`src/rtl/pagerank_pkg.sv`:
```
// Shared types and helpers for the PageRank contribution accumulator.
package pagerank_pkg;

  typedef enum logic [2:0] {
    ST_IDLE = 3'd0,
    ST_DIV  = 3'd1,
    ST_ACC  = 3'd2,
    ST_DAMP = 3'd3,
    ST_OUT  = 3'd4
  } state_e;

  localparam logic [15:0] DAMP_Q16 = 16'hD99A;

  // Widest datapath the saturating adder supports.
  localparam int SAT_W = 64;

  function automatic int pr_qw(input int width, input int frac);
    return width + frac;
  endfunction

  // Returns {overflow, value}; the value is clamped to 2^w-1.
  function automatic logic [SAT_W:0] sat_add(input logic [SAT_W-1:0] a,
                                             input logic [SAT_W-1:0] b,
                                             input int unsigned      w);
    logic [SAT_W:0] s;
    logic [SAT_W:0] lim;
    s   = {1'b0, a} + {1'b0, b};
    lim = ({{SAT_W{1'b0}}, 1'b1} << w) - {{SAT_W{1'b0}}, 1'b1};
    if (s > lim) return {1'b1, lim[SAT_W-1:0]};
    return {1'b0, s[SAT_W-1:0]};
  endfunction

endpackage

```
`src/rtl/pagerank_reduce_acc_divider.sv`:
```
// Restoring radix-2 divider: (dividend << FRAC_BITS) / divisor, one quotient bit per cycle.
module seq_divider
  import pagerank_pkg::*;
#(
  parameter int WIDTH     = 32,
  parameter int FRAC_BITS = 16
) (
  input  logic                                  clk,
  input  logic                                  rst_n_i,
  input  logic                                  start_i,
  input  logic [WIDTH-1:0]                      dividend_i,
  input  logic [WIDTH-1:0]                      divisor_i,
  output logic                                  busy_o,
  output logic                                  done_o,
  output logic [pr_qw(WIDTH, FRAC_BITS)-1:0]    quotient_o
);

  localparam int QW = pr_qw(WIDTH, FRAC_BITS);
  localparam int CW = $clog2(QW + 1);

  logic [QW-1:0]    dvd_q;
  logic [WIDTH-1:0] rem_q;
  logic [WIDTH-1:0] dvs_q;
  logic [CW-1:0]    cnt_q;
  logic             busy_q;

  logic [WIDTH:0]   rem_shift;
  logic [WIDTH:0]   rem_next;
  logic             qbit;

  always_comb begin
    rem_shift = {rem_q, dvd_q[QW-1]};
    qbit      = (rem_shift >= {1'b0, dvs_q});
    rem_next  = qbit ? (rem_shift - {1'b0, dvs_q}) : rem_shift;
  end

  // The dividend register shifts the quotient in from the bottom as it drains.
  always_ff @(posedge clk or negedge rst_n_i) begin
    if (!rst_n_i) begin
      dvd_q  <= '0;
      rem_q  <= '0;
      dvs_q  <= '0;
      cnt_q  <= '0;
      busy_q <= 1'b0;
    end else if (start_i) begin
      dvd_q  <= QW'(dividend_i) << FRAC_BITS;
      rem_q  <= '0;
      dvs_q  <= divisor_i;
      cnt_q  <= CW'(QW);
      busy_q <= 1'b1;
    end else if (busy_q) begin
      dvd_q  <= {dvd_q[QW-2:0], qbit};
      rem_q  <= WIDTH'(rem_next);
      cnt_q  <= cnt_q - CW'(1);
      busy_q <= (cnt_q != CW'(1));
    end
  end

  assign busy_o     = busy_q;
  assign done_o     = busy_q && (cnt_q == CW'(1));
  assign quotient_o = dvd_q;

endmodule

```
`src/rtl/pagerank_reduce_acc.sv`:
```
// Streaming PageRank group accumulator: divide each (rank, degree) tuple, saturate-sum the group.
// Optional damping stage enabled by defining PAGERANK_DAMPING_EN.
module pagerank_reduce_acc
  import pagerank_pkg::*;
#(
  parameter int              WIDTH     = 32,
  parameter int              FRAC_BITS = 16,
  parameter int              CNT_W     = 16,
  parameter logic [15:0]     DAMP      = DAMP_Q16,
  parameter logic [WIDTH-1:0] BASE     = '0
) (
  input  logic             clk,
  input  logic             reset,
  input  logic             in_valid,
  output logic             in_ready,
  input  logic [WIDTH-1:0] in_page_rank,
  input  logic [WIDTH-1:0] in_out_deg,
  input  logic             in_last,
  output logic             out_valid,
  input  logic             out_ready,
  output logic [WIDTH-1:0] out_sum,
  output logic [CNT_W-1:0] out_count,
  output logic             out_zero_deg,
  output logic             out_ovf
);

  localparam int            QW   = pr_qw(WIDTH, FRAC_BITS);
  localparam logic [QW-1:0] QMAX = QW'({WIDTH{1'b1}});

  logic [1:0] rst_sync_q;
  logic       rst_n;

  always_ff @(posedge clk or negedge reset) begin
    if (!reset) rst_sync_q <= 2'b00;
    else        rst_sync_q <= {rst_sync_q[0], 1'b1};
  end
  assign rst_n = rst_sync_q[1];

  state_e           state_q, state_d;
  logic [WIDTH-1:0] sum_q, sum_d;
  logic [CNT_W-1:0] cnt_q, cnt_d;
  logic             zero_q, zero_d;
  logic             ovf_q, ovf_d;
  logic             last_q, last_d;
  logic             tz_q, tz_d;

  logic             div_start;
  logic             div_busy;
  logic             div_done;
  logic [QW-1:0]    div_quot;

  seq_divider #(
    .WIDTH     (WIDTH),
    .FRAC_BITS (FRAC_BITS)
  ) u_div (
    .clk        (clk),
    .rst_n_i    (rst_n),
    .start_i    (div_start),
    .dividend_i (in_page_rank),
    .divisor_i  (in_out_deg),
    .busy_o     (div_busy),
    .done_o     (div_done),
    .quotient_o (div_quot)
  );

  logic             q_big;
  logic [WIDTH-1:0] q_val;
  logic [SAT_W:0]   acc_add;

  always_comb begin
    q_big   = !tz_q && (div_quot > QMAX);
    q_val   = tz_q ? '0 : (q_big ? '1 : div_quot[WIDTH-1:0]);
    acc_add = sat_add(SAT_W'(sum_q), SAT_W'(q_val), WIDTH);
  end

`ifdef PAGERANK_DAMPING_EN
  logic [WIDTH+15:0] damp_prod;
  logic [WIDTH-1:0]  damp_scaled;
  logic [SAT_W:0]    damp_add;

  always_comb begin
    damp_prod   = (WIDTH+16)'(sum_q) * (WIDTH+16)'(DAMP);
    damp_scaled = WIDTH'(damp_prod >> 16);
    damp_add    = sat_add(SAT_W'(BASE), SAT_W'(damp_scaled), WIDTH);
  end
`endif

  always_comb begin
    state_d   = state_q;
    sum_d     = sum_q;
    cnt_d     = cnt_q;
    zero_d    = zero_q;
    ovf_d     = ovf_q;
    last_d    = last_q;
    tz_d      = tz_q;
    in_ready  = 1'b0;
    out_valid = 1'b0;
    div_start = 1'b0;

    case (state_q)
      ST_IDLE: begin
        in_ready = 1'b1;
        if (in_valid) begin
          last_d = in_last;
          cnt_d  = (cnt_q == '1) ? cnt_q : cnt_q + CNT_W'(1);
          if (in_out_deg == '0) begin
            zero_d  = 1'b1;
            tz_d    = 1'b1;
            state_d = ST_ACC;
          end else begin
            tz_d      = 1'b0;
            div_start = 1'b1;
            state_d   = ST_DIV;
          end
        end
      end
      // An idle divider here can only mean a lost start; fall through rather than stall.
      ST_DIV: begin
        if (div_done || !div_busy) state_d = ST_ACC;
      end
      ST_ACC: begin
        sum_d = WIDTH'(acc_add);
        ovf_d = ovf_q | acc_add[SAT_W] | q_big;
`ifdef PAGERANK_DAMPING_EN
        if (last_q) state_d = ST_DAMP;
`else
        if (last_q) state_d = ST_OUT;
`endif
        else        state_d = ST_IDLE;
      end
`ifdef PAGERANK_DAMPING_EN
      ST_DAMP: begin
        sum_d   = WIDTH'(damp_add);
        ovf_d   = ovf_q | damp_add[SAT_W];
        state_d = ST_OUT;
      end
`endif
      ST_OUT: begin
        out_valid = 1'b1;
        if (out_ready) begin
          sum_d   = '0;
          cnt_d   = '0;
          zero_d  = 1'b0;
          ovf_d   = 1'b0;
          last_d  = 1'b0;
          tz_d    = 1'b0;
          state_d = ST_IDLE;
        end
      end
      default: state_d = ST_IDLE;
    endcase
  end

  always_ff @(posedge clk or negedge rst_n) begin
    if (!rst_n) begin
      state_q <= ST_IDLE;
      sum_q   <= '0;
      cnt_q   <= '0;
      zero_q  <= 1'b0;
      ovf_q   <= 1'b0;
      last_q  <= 1'b0;
      tz_q    <= 1'b0;
    end else begin
      state_q <= state_d;
      sum_q   <= sum_d;
      cnt_q   <= cnt_d;
      zero_q  <= zero_d;
      ovf_q   <= ovf_d;
      last_q  <= last_d;
      tz_q    <= tz_d;
    end
  end

  assign out_sum      = sum_q;
  assign out_count    = cnt_q;
  assign out_zero_deg = zero_q;
  assign out_ovf      = ovf_q;

endmodule

```
`config.mk`:
```
export PLATFORM = sky130hd
export DESIGN_NAME = pagerank_reduce_acc
export DESIGN_NICKNAME = d
export VERILOG_FILES = /design/src/rtl/pagerank_pkg.sv /design/src/rtl/pagerank_reduce_acc_divider.sv /design/src/rtl/pagerank_reduce_acc.sv
export SDC_FILE = /design/constraint.sdc
export NUM_CORES = 1
export LEC_CHECK = 0
export BUFFER_PORTS_ARGS = -buffer_cell sky130_fd_sc_hd__buf_4
export CAP_MARGIN = 10
export CORE_MARGIN = 5
export CORE_UTILIZATION = 52
export DETAILED_ROUTE_END_ITERATION = 8
export MAX_ROUTING_LAYER = met4
export PLACE_DENSITY_LB_ADDON = 0.25
export RECOVER_POWER = 50
export SYNTH_ARGS = -nofsm -noshare
export SYNTH_HDL_FRONTEND = slang
export SYNTH_SLANG_ARGS = --single-unit
```
`constraint.sdc`:
```
create_clock -name clk -period 6.55 [get_ports clk]
set_clock_uncertainty 0.1 [all_clocks]
set_input_delay 0.655 -clock clk [delete_from_list [all_inputs] [get_ports clk]]
set_output_delay 0.655 -clock clk [all_outputs]
set_load 0.02 [all_outputs]
```
==> results of run 1 <==
[through the flow]
| step | hold WS, ns | power, uW | cells | area, um2 |
|---|---|---|---|---|
| 6_report | 0.2552 | 7620 | 1665 | 12780 |
| 3_3_place_gp | 0.2106 | 6553 | 1631 | 12360 |
| 4_1_cts | 0.2339 | 7740 | 1664 | 12970 |
| 5_1_grt | 0.2693 | 8342 | 1665 | 12780 |
| 3_5_place_dp | 0.2158 | 6650 | 1631 | 12360 |
| 2_1_floorplan | 0.2312 | 5643 | 1292 | 11330 |
[placed cells by master (no fill, tap or decap), drive strengths merged, types with 4 or more instances in the layout]
| master | instances |
|---|---|
| nor3 | 13 |
| ha | 67 |
| o21a | 9 |
| dfrtp | 176 |
| mux2 | 4 |
| nand4 | 11 |
| nor3b | 6 |
| nand3 | 22 |
| o21bai | 5 |
| nor2 | 127 |
| inv | 59 |
| nand2b | 6 |
| a21o | 36 |
| nand2 | 140 |
| nor2b | 10 |
| o21ai | 146 |
| o31a | 4 |
| o2111ai | 6 |
| buf | 76 |
| xnor2 | 36 |
| or3 | 4 |
| clkbuf | 70 |
| and3 | 7 |
| a41oi | 8 |
| mux2i | 74 |
| o211ai | 9 |
| nor4 | 16 |
| a21oi | 112 |
| xor2 | 33 |
| a31oi | 33 |
| clkinv | 5 |
| a211oi | 5 |
| and2 | 5 |
[worst register-to-register path, cell delays in order, from the launching register on]
cell     delay, ns
dfrtp_1       0.40
nor4_1        0.36
nand4_1       0.14
buf_4         0.27
nor2_1        0.14
nor2_1        0.05
ha_1          0.25
inv_1         0.08
fa_1          0.22
nor2b_1       0.07
o31a_1        0.29
o32ai_4       0.37
o31ai_2       0.18
o21ai_1       0.28
o21ai_1       0.19
a21oi_4       0.72
a31oi_1       0.20
[cell usage after synthesis (all sizes together) (13+ instances only)]
cell type	count	area (um2)
dfrtp	176	4404
o21ai	146	730.7
nand2	140	533.0
nor2	127	479.2
a21oi	112	579.3
mux2i	74	740.7
ha	67	838.3
clkbuf	53	198.9
inv	53	198.9
a21o	36	270.3
xnor2	36	315.3
a31oi	33	206.5
xor2	33	289.0
nand3	22	110.1
buf	16	100.1
nor4	16	100.1
nor3	13	76.33
[timing repair]
| action | 4_1_cts | 5_1_grt |
|---|---|---|
| hold buffers | 1 | 0 |
| buffers inserted | 0 | 0 |
| hold endpoints to repair | 2 | 0 |
[how the worst max path moves through the flow]
stage | startpoint | endpoint | slack, ns | depth (start not counted)
5_1_grt | u_div.quotient_o[35] | out_sum[20] | 1.68 | 16
3_3_place_gp | u_div.quotient_o[35] | out_sum[5] | 2.31 | 16
4_1_cts | u_div.quotient_o[43] | out_sum[15] | 2.14 | 16
6_report | u_div.quotient_o[35] | out_sum[15] | 2.01 | 16
3_5_place_dp | u_div.quotient_o[43] | out_sum[15] | 2.16 | 16
2_1_floorplan | rst_sync_q[1] | last_q | 1.18 | 0
[cell type report]
type	count	area, um2
inverters	53	198.9
clock inverters	15	173.9
flip-flops and latches	176	4408
well taps	280	350.3
repair buffers	130	788.3
clock buffers	17	425.4
fillers	1998	8843
multi-input cells	994	6432
[state kept, by name, indices dropped and copies added, names as in the netlist]
name and flops:
out_sum 32, u_div.quotient_o 48, state_q 3, u_div.dvs_q 32
u_div.busy_o 1, out_ovf 1, out_count 16, rst_sync_q 2
tz_q 1, out_zero_deg 1, last_q 1, u_div.cnt_q 6
u_div.rem_q 32
[metal layers]
| metal | up-vias | global-route usage (%) |
|---|---|---|
| li1 | 4753 | - |
| met1 | 4597 | 30.51 |
| met2 | 192 | 39.53 |
| met3 | 22 | 2.870 |
| met4 | 0 | 5.039 |
| met5 | - | - |
[power by group]
| part | switching, uW | internal, uW | total [uW] |
|---|---|---|---|
| registers | 381 | 1590 | 1970 |
| logic | 2630 | 1990 | 4620 |
| clock network | 489 | 543 | 1030 |
| total | 3500 | 4120 | 7620 |
[cells by family (layout without fill, tap and decap cells)]
kind of cell,count (synthesis),after routing,synth area share [%]
XOR/XNOR,69,69,5.333
other,1,1,0.03310
adder cells (fa/ha/maj),69,69,7.752
AO/OA/AOI/OAI,397,397,21.47
AND/OR/NAND/NOR,380,380,15.15
buffers and inverters,122,215,4.395
flip-flops,176,176,38.87
multiplexers,78,78,7.001
==> summary.md, run 1 <==
| Metric | Value |
|---|---|
| FF-to-FF Start | `u_div.quotient_o[35]` |
| Leak | `0.005977 uW` |
| Worst Tran Pin Value | `approximately 2.3 ns` |
| FF-to-FF path depth | `16` |
| Io pins | `about 120` |
| Setup Crit Path Kind | `flop to flop` |
| Worst VDD drop | `approximately 0.26 mV` |
| Routed Antenna Nets | `0` |
| DRT Pass-1 Iters | `5` |
| Area delta synth->final | `12.77%` |
| Worst-path clk slew | `around 0.080 ns` |
| Worst setup SP type | `flop` |
| Final wirelength | `about 27000 um` |
| Dominant synthesized flop cell | `dfrtp_1` |
| Share of layout cells above drive strength 1 | `about a tenth` |
| Core area | `21620 um2` |
| Avg WL per Cell | `between 15 and 20 um` |
| Worst reg-to-reg setup slack | `approximately 2 ns` |
| Synth Instances | `1292` |
| CP max FO | `33` |
| Max Root-Sink Buffers | `2` |
| Ratio of final minimum period to clock period | `a little under 70%` |
| Met2 wire length | `between 10000 and 15000 um` |
| GRT Util Overall | `between 20% and 30%` |
| Inserted Clock Buffers | `17` |
| Endpoints failing hold | `0` |
| Antenna violations before repair | `0` |
| Met1 WL | `approximately 12000 um` |
| Hold WC Path Type | `flop to flop` |
| Synth Cell Area | `about 11000 um2` |
| Fmax | `approximately 220 MHz` |
| Worst path cell trace | `nor4_1, nand4_1, buf_4, nor2_1, nor2_1, ha_1, inv_1, fa_1, nor2b_1, o31a_1, o32ai_4, o31ai_2, o21ai_1, o21ai_1, a21oi_4, a31oi_1` |
| Initial core utilization | `a little over half` |
| Initial DRC Count | `~560` |
| DRC Markers | `0` |
| Nets@finish | `between 1.5k and 2k` |
| Chip width | `approximately 160 um` |
| Worst EP arrival | `around 4.6 ns` |
| Hold depth | `0` |
| Met3 Routed Length | `1087 um` |
| Critical Path Slowest Stage Cell | `a21oi_4` |
| Asr flop ratio synth | `100.0%` |
| Hold path start | `rst_sync_q[0]` |
| Hpwl dp | `19580 um` |
| Post-layout util | `roughly three fifths` |
| Antenna cells | `0` |
| Crit path time final | `4.541 ns` |
| DR vias | `9564` |
| Root Driver | `clkbuf_16` |
| Max_cap viols | `3` |
| Sequential fraction of the synthesis area | `about two fifths` |
| Max Transition Viols Final | `~170` |
| Clock Latency Late Sink | `roughly 0.44 ns` |
| Die span in y | `157.6 um` |
| Port bufs | `between 100 and 150` |
| RSZ-0062 raised after global routing | `no` |
| Worst slack, placed | `between 2 and 2.5 ns` |
| Sink Count | `approximately 180` |
| Synth cell types | `73` |
| Row cnt | `54` |
| Power per Cell Area | `slightly below 600 nW/um2` |
| TritonCTS clock tree | `done` |
| CTS resizes | `0` |
| Max-slew headroom | `-51.59%` |
| Post-route worst setup slack | `2.009 ns` |
| Setup violations, final | `0` |
| Status | `finished, violations left` |
| Drt via density | `5.744` |
| Slowest stage delay, CP | `between 0.7 and 0.8 ns` |
| Pin count of the biggest net entering global routing | `about 110` |
| Vias in the first global route | `just under 10k` |
| Reg-to-reg critical path endpoint | `out_sum[15]` |
| Hold EP | `rst_sync_q[1]` |
| DIE AREA | `24840 um2` |
| Top cell family by delay on the critical path | `compound AO/OA/AOI/OAI gates` |
| EDFF count, synth | `0` |
| Setup TNS | `0 ns` |
| DR top layer | `met4` |
| First-pass GRT wire length | `46330 um` |
| Post-Syn Nets | `approximately 1.4k` |
| Buf+Inv Stages, Crit Path | `2` |
| Synthesized area per cell | `between 8 and 9 um2` |
| Critical Path RT | `~6.7 ns` |
| YS warnings | `0` |
| H-tree level count | `4` |
| Grt ovf | `0` |
| Crit. End Element | `flop` |
| Routability cong. | `around 0.92` |
| Flops & latches, synth | `176` |
| Failing checks | `capacitance limit, slew limit` |
No activity file was read; power rests on OpenSTA's default activity.
==> inputs of run 2 (changes only) <==
- clock period: 6.55 -> 4.8 ns (I/O delays scaled with it)
==> summary.md, run 2 (same netlist as run 1, synthesis figures left out) <==
| Metric | Value |
|---|---|
| Port bufs | `120` |
| Grt ovf | `0` |
| Hold WC Path Type | `input pin to flop` |
| Crit. End Element | `flop` |
| Max-slew headroom | `-57.07%` |
| Most frequent cells in the layout | `175 x dfrtp_1, 139 x o21ai_0, 137 x nand2_1` |
| # fillers | `just under 2k` |
| Ratio of final minimum period to clock period | `about nine tenths` |
| Die span in y | `157.6 um` |
| CTS resizes | `0` |
| Worst-path clk slew | `roughly 0.070 ns` |
| Total power draw | `roughly 10000 uW` |
| Antenna violations before repair | `0` |
| Share of layout cells above drive strength 1 | `about a tenth` |
| Hpwl dp | `19110 um` |
| Io pins | `121` |
| Vias in the first global route | `about 9.4k` |
| Worst VDD drop | `roughly 0.34 mV` |
| DRT Pass-1 Iters | `5` |
| Worst slack, placed | `slightly below 0.7 ns` |
| Max Transition Viols Final | `~110` |
| Leak | `around 0.0060 uW` |
| Max_cap viols | `2` |
| Status | `finished, violations left` |
| Pin count of the biggest net entering global routing | `153` |
| Power per Cell Area | `809.7 nW/um2` |
| Most common cell after layout, fill and taps aside | `dfrtp_1` |
| Routability cong. | `around 0.9` |
| Final wirelength | `between 20000 and 30000 um` |
| Setup violations, final | `0` |
| Buf+Inv Stages, Crit Path | `3` |
| Initial DRC Count | `roughly 580` |
| First-pass GRT wire length | `45750 um` |
| Clock Latency Late Sink | `around 0.43 ns` |
| Avg WL per Cell | `16.35 um` |
| Finished Layout Cells | `around 1.7k` |
| Top cell family by delay on the critical path | `compound AO/OA/AOI/OAI gates` |
| Antenna cells | `0` |
| TritonCTS clock tree | `done` |
| Endpoints failing hold | `0` |
| DIE AREA | `around 25000 um2` |
| Worst path cell trace | `nor4_1, nand4_1, buf_4, nor2_1, nor2_1, ha_1, inv_1, fa_1, nor2b_1, o31a_1, o32ai_4, o31ai_2, o21ai_1, o21ai_1, a21oi_4, buf_4, a31oi_1` |
| Crit path time final | `between 4 and 5 ns` |
| DR vias | `between 9k and 10k` |
| Setup Crit Path Kind | `flop to flop` |
| DRC Markers | `0` |
| Sink Count | `176` |
| Worst setup SP type | `flop` |
| Initial core utilization | `between 50% and 60%` |
| Worst EP arrival | `between 4 and 5 ns` |
| Row cnt | `54` |
| Max Root-Sink Buffers | `2` |
| Post-route worst setup slack | `0.5133 ns` |
| RSZ-0062 raised after global routing | `no` |
| Core area | `between 20000 and 25000 um2` |
| Nets@finish | `between 1.5k and 2k` |
| Inserted Clock Buffers | `17` |
| Fmax | `roughly 230 MHz` |
| Critical Path Slowest Stage Cell | `dfrtp_1` |
| GRT Util Overall | `between 20% and 30%` |
| Area delta synth->final | `13.16%` |
| Root Driver | `clkbuf_16` |
| H-tree level count | `4` |
| Worst Tran Pin Value | `approximately 2.4 ns` |
| Slowest stage delay, CP | `0.40 ns` |
| Max reg flops | `48` |
| Postcts setup bufs | `0` |
| Cts-stage hold buffer count | `1` |
| Setup TNS | `0 ns` |
| Critical Path RT | `around 5 ns` |
| CP max FO | `33` |
| Failing checks | `capacitance limit, slew limit` |
| Chip width | `157.6 um` |
| Drt via density | `about 5.7` |
| Hold_ws | `~0.15 ns` |
| Routed Antenna Nets | `0` |
| Dpl cells | `1633` |
==> run 2: changes by cell type in the layout (fill, tap and decap cells not counted), sizes merged <==
cell      previous run  this run
inv                 59        53
bufinv               1         2
buf                 76        79
clkbuf              70        73
clkinvlp             3         2
==> run 2: stage by stage <==
| step | util (%) | cell area, um2 |
|---|---|---|
| 5_1_grt | 59.31 | 12820 |
| 3_3_place_gp | 57.36 | 12400 |
| 4_1_cts | 60.10 | 12990 |
| 3_5_place_dp | 57.36 | 12400 |
| 6_report | 59.31 | 12820 |
| 2_1_floorplan | - | 11330 |
==> run 2: area by class of cell <==
type                       instances  area (um2)  share of cell area [%]
clock inverter                     9       111.4                  0.8685
tap                              280       350.3                   2.732
multi-input combinational        994        6440                   50.22
inverter                          53       198.9                   1.552
timing repair buffer             132       843.3                   6.577
clock buffer                      21       470.5                   3.669
sequential                       176        4408                   34.38
==> run 2: path summary, 6_finish.rpt <==
kind / startpoint / endpoint / slack (ns) / depth (start not counted)
min in group asynchronous: reset / rst_sync_q[0] / 0.26 / 2
max in group asynchronous: rst_sync_q[1] / u_div.dvs_q[5] / 2.12 / 1
worst min-delay path: in_page_rank[18] / u_div.quotient_o[34] / 0.15 / 3
worst max register to register: u_div.quotient_o[35] / out_sum[14] / 0.51 / 17
worst min register to register: rst_sync_q[0] / rst_sync_q[1] / 0.25 / 0
worst max-delay path: u_div.quotient_o[35] / out_sum[14] / 0.51 / 17
==> run 2: report_power, final <==
group | internal, uW | switching, uW
combinational | 2720 | 3540
clock | 804 | 592
sequential | 2170 | 550
total | 5700 | 4690
==> run 2: metal layers <==
layer	track usage [%]	vias up	share of wire [%]
li1	-	4759	-
met1	30.92	4529	46
met2	36.74	222	48
met3	4.292	24	4.9
met4	5.121	0	1.2
met5	-	-	0
==> run 2: tightest hold or removal path, delay by kind of cell <==
kind | cells | cell delay [ns]
AOI/OAI and AO/OA | 1 | 0.05
buffers and inverters | 1 | 0.08
and+or+nand+nor | 1 | 0.03
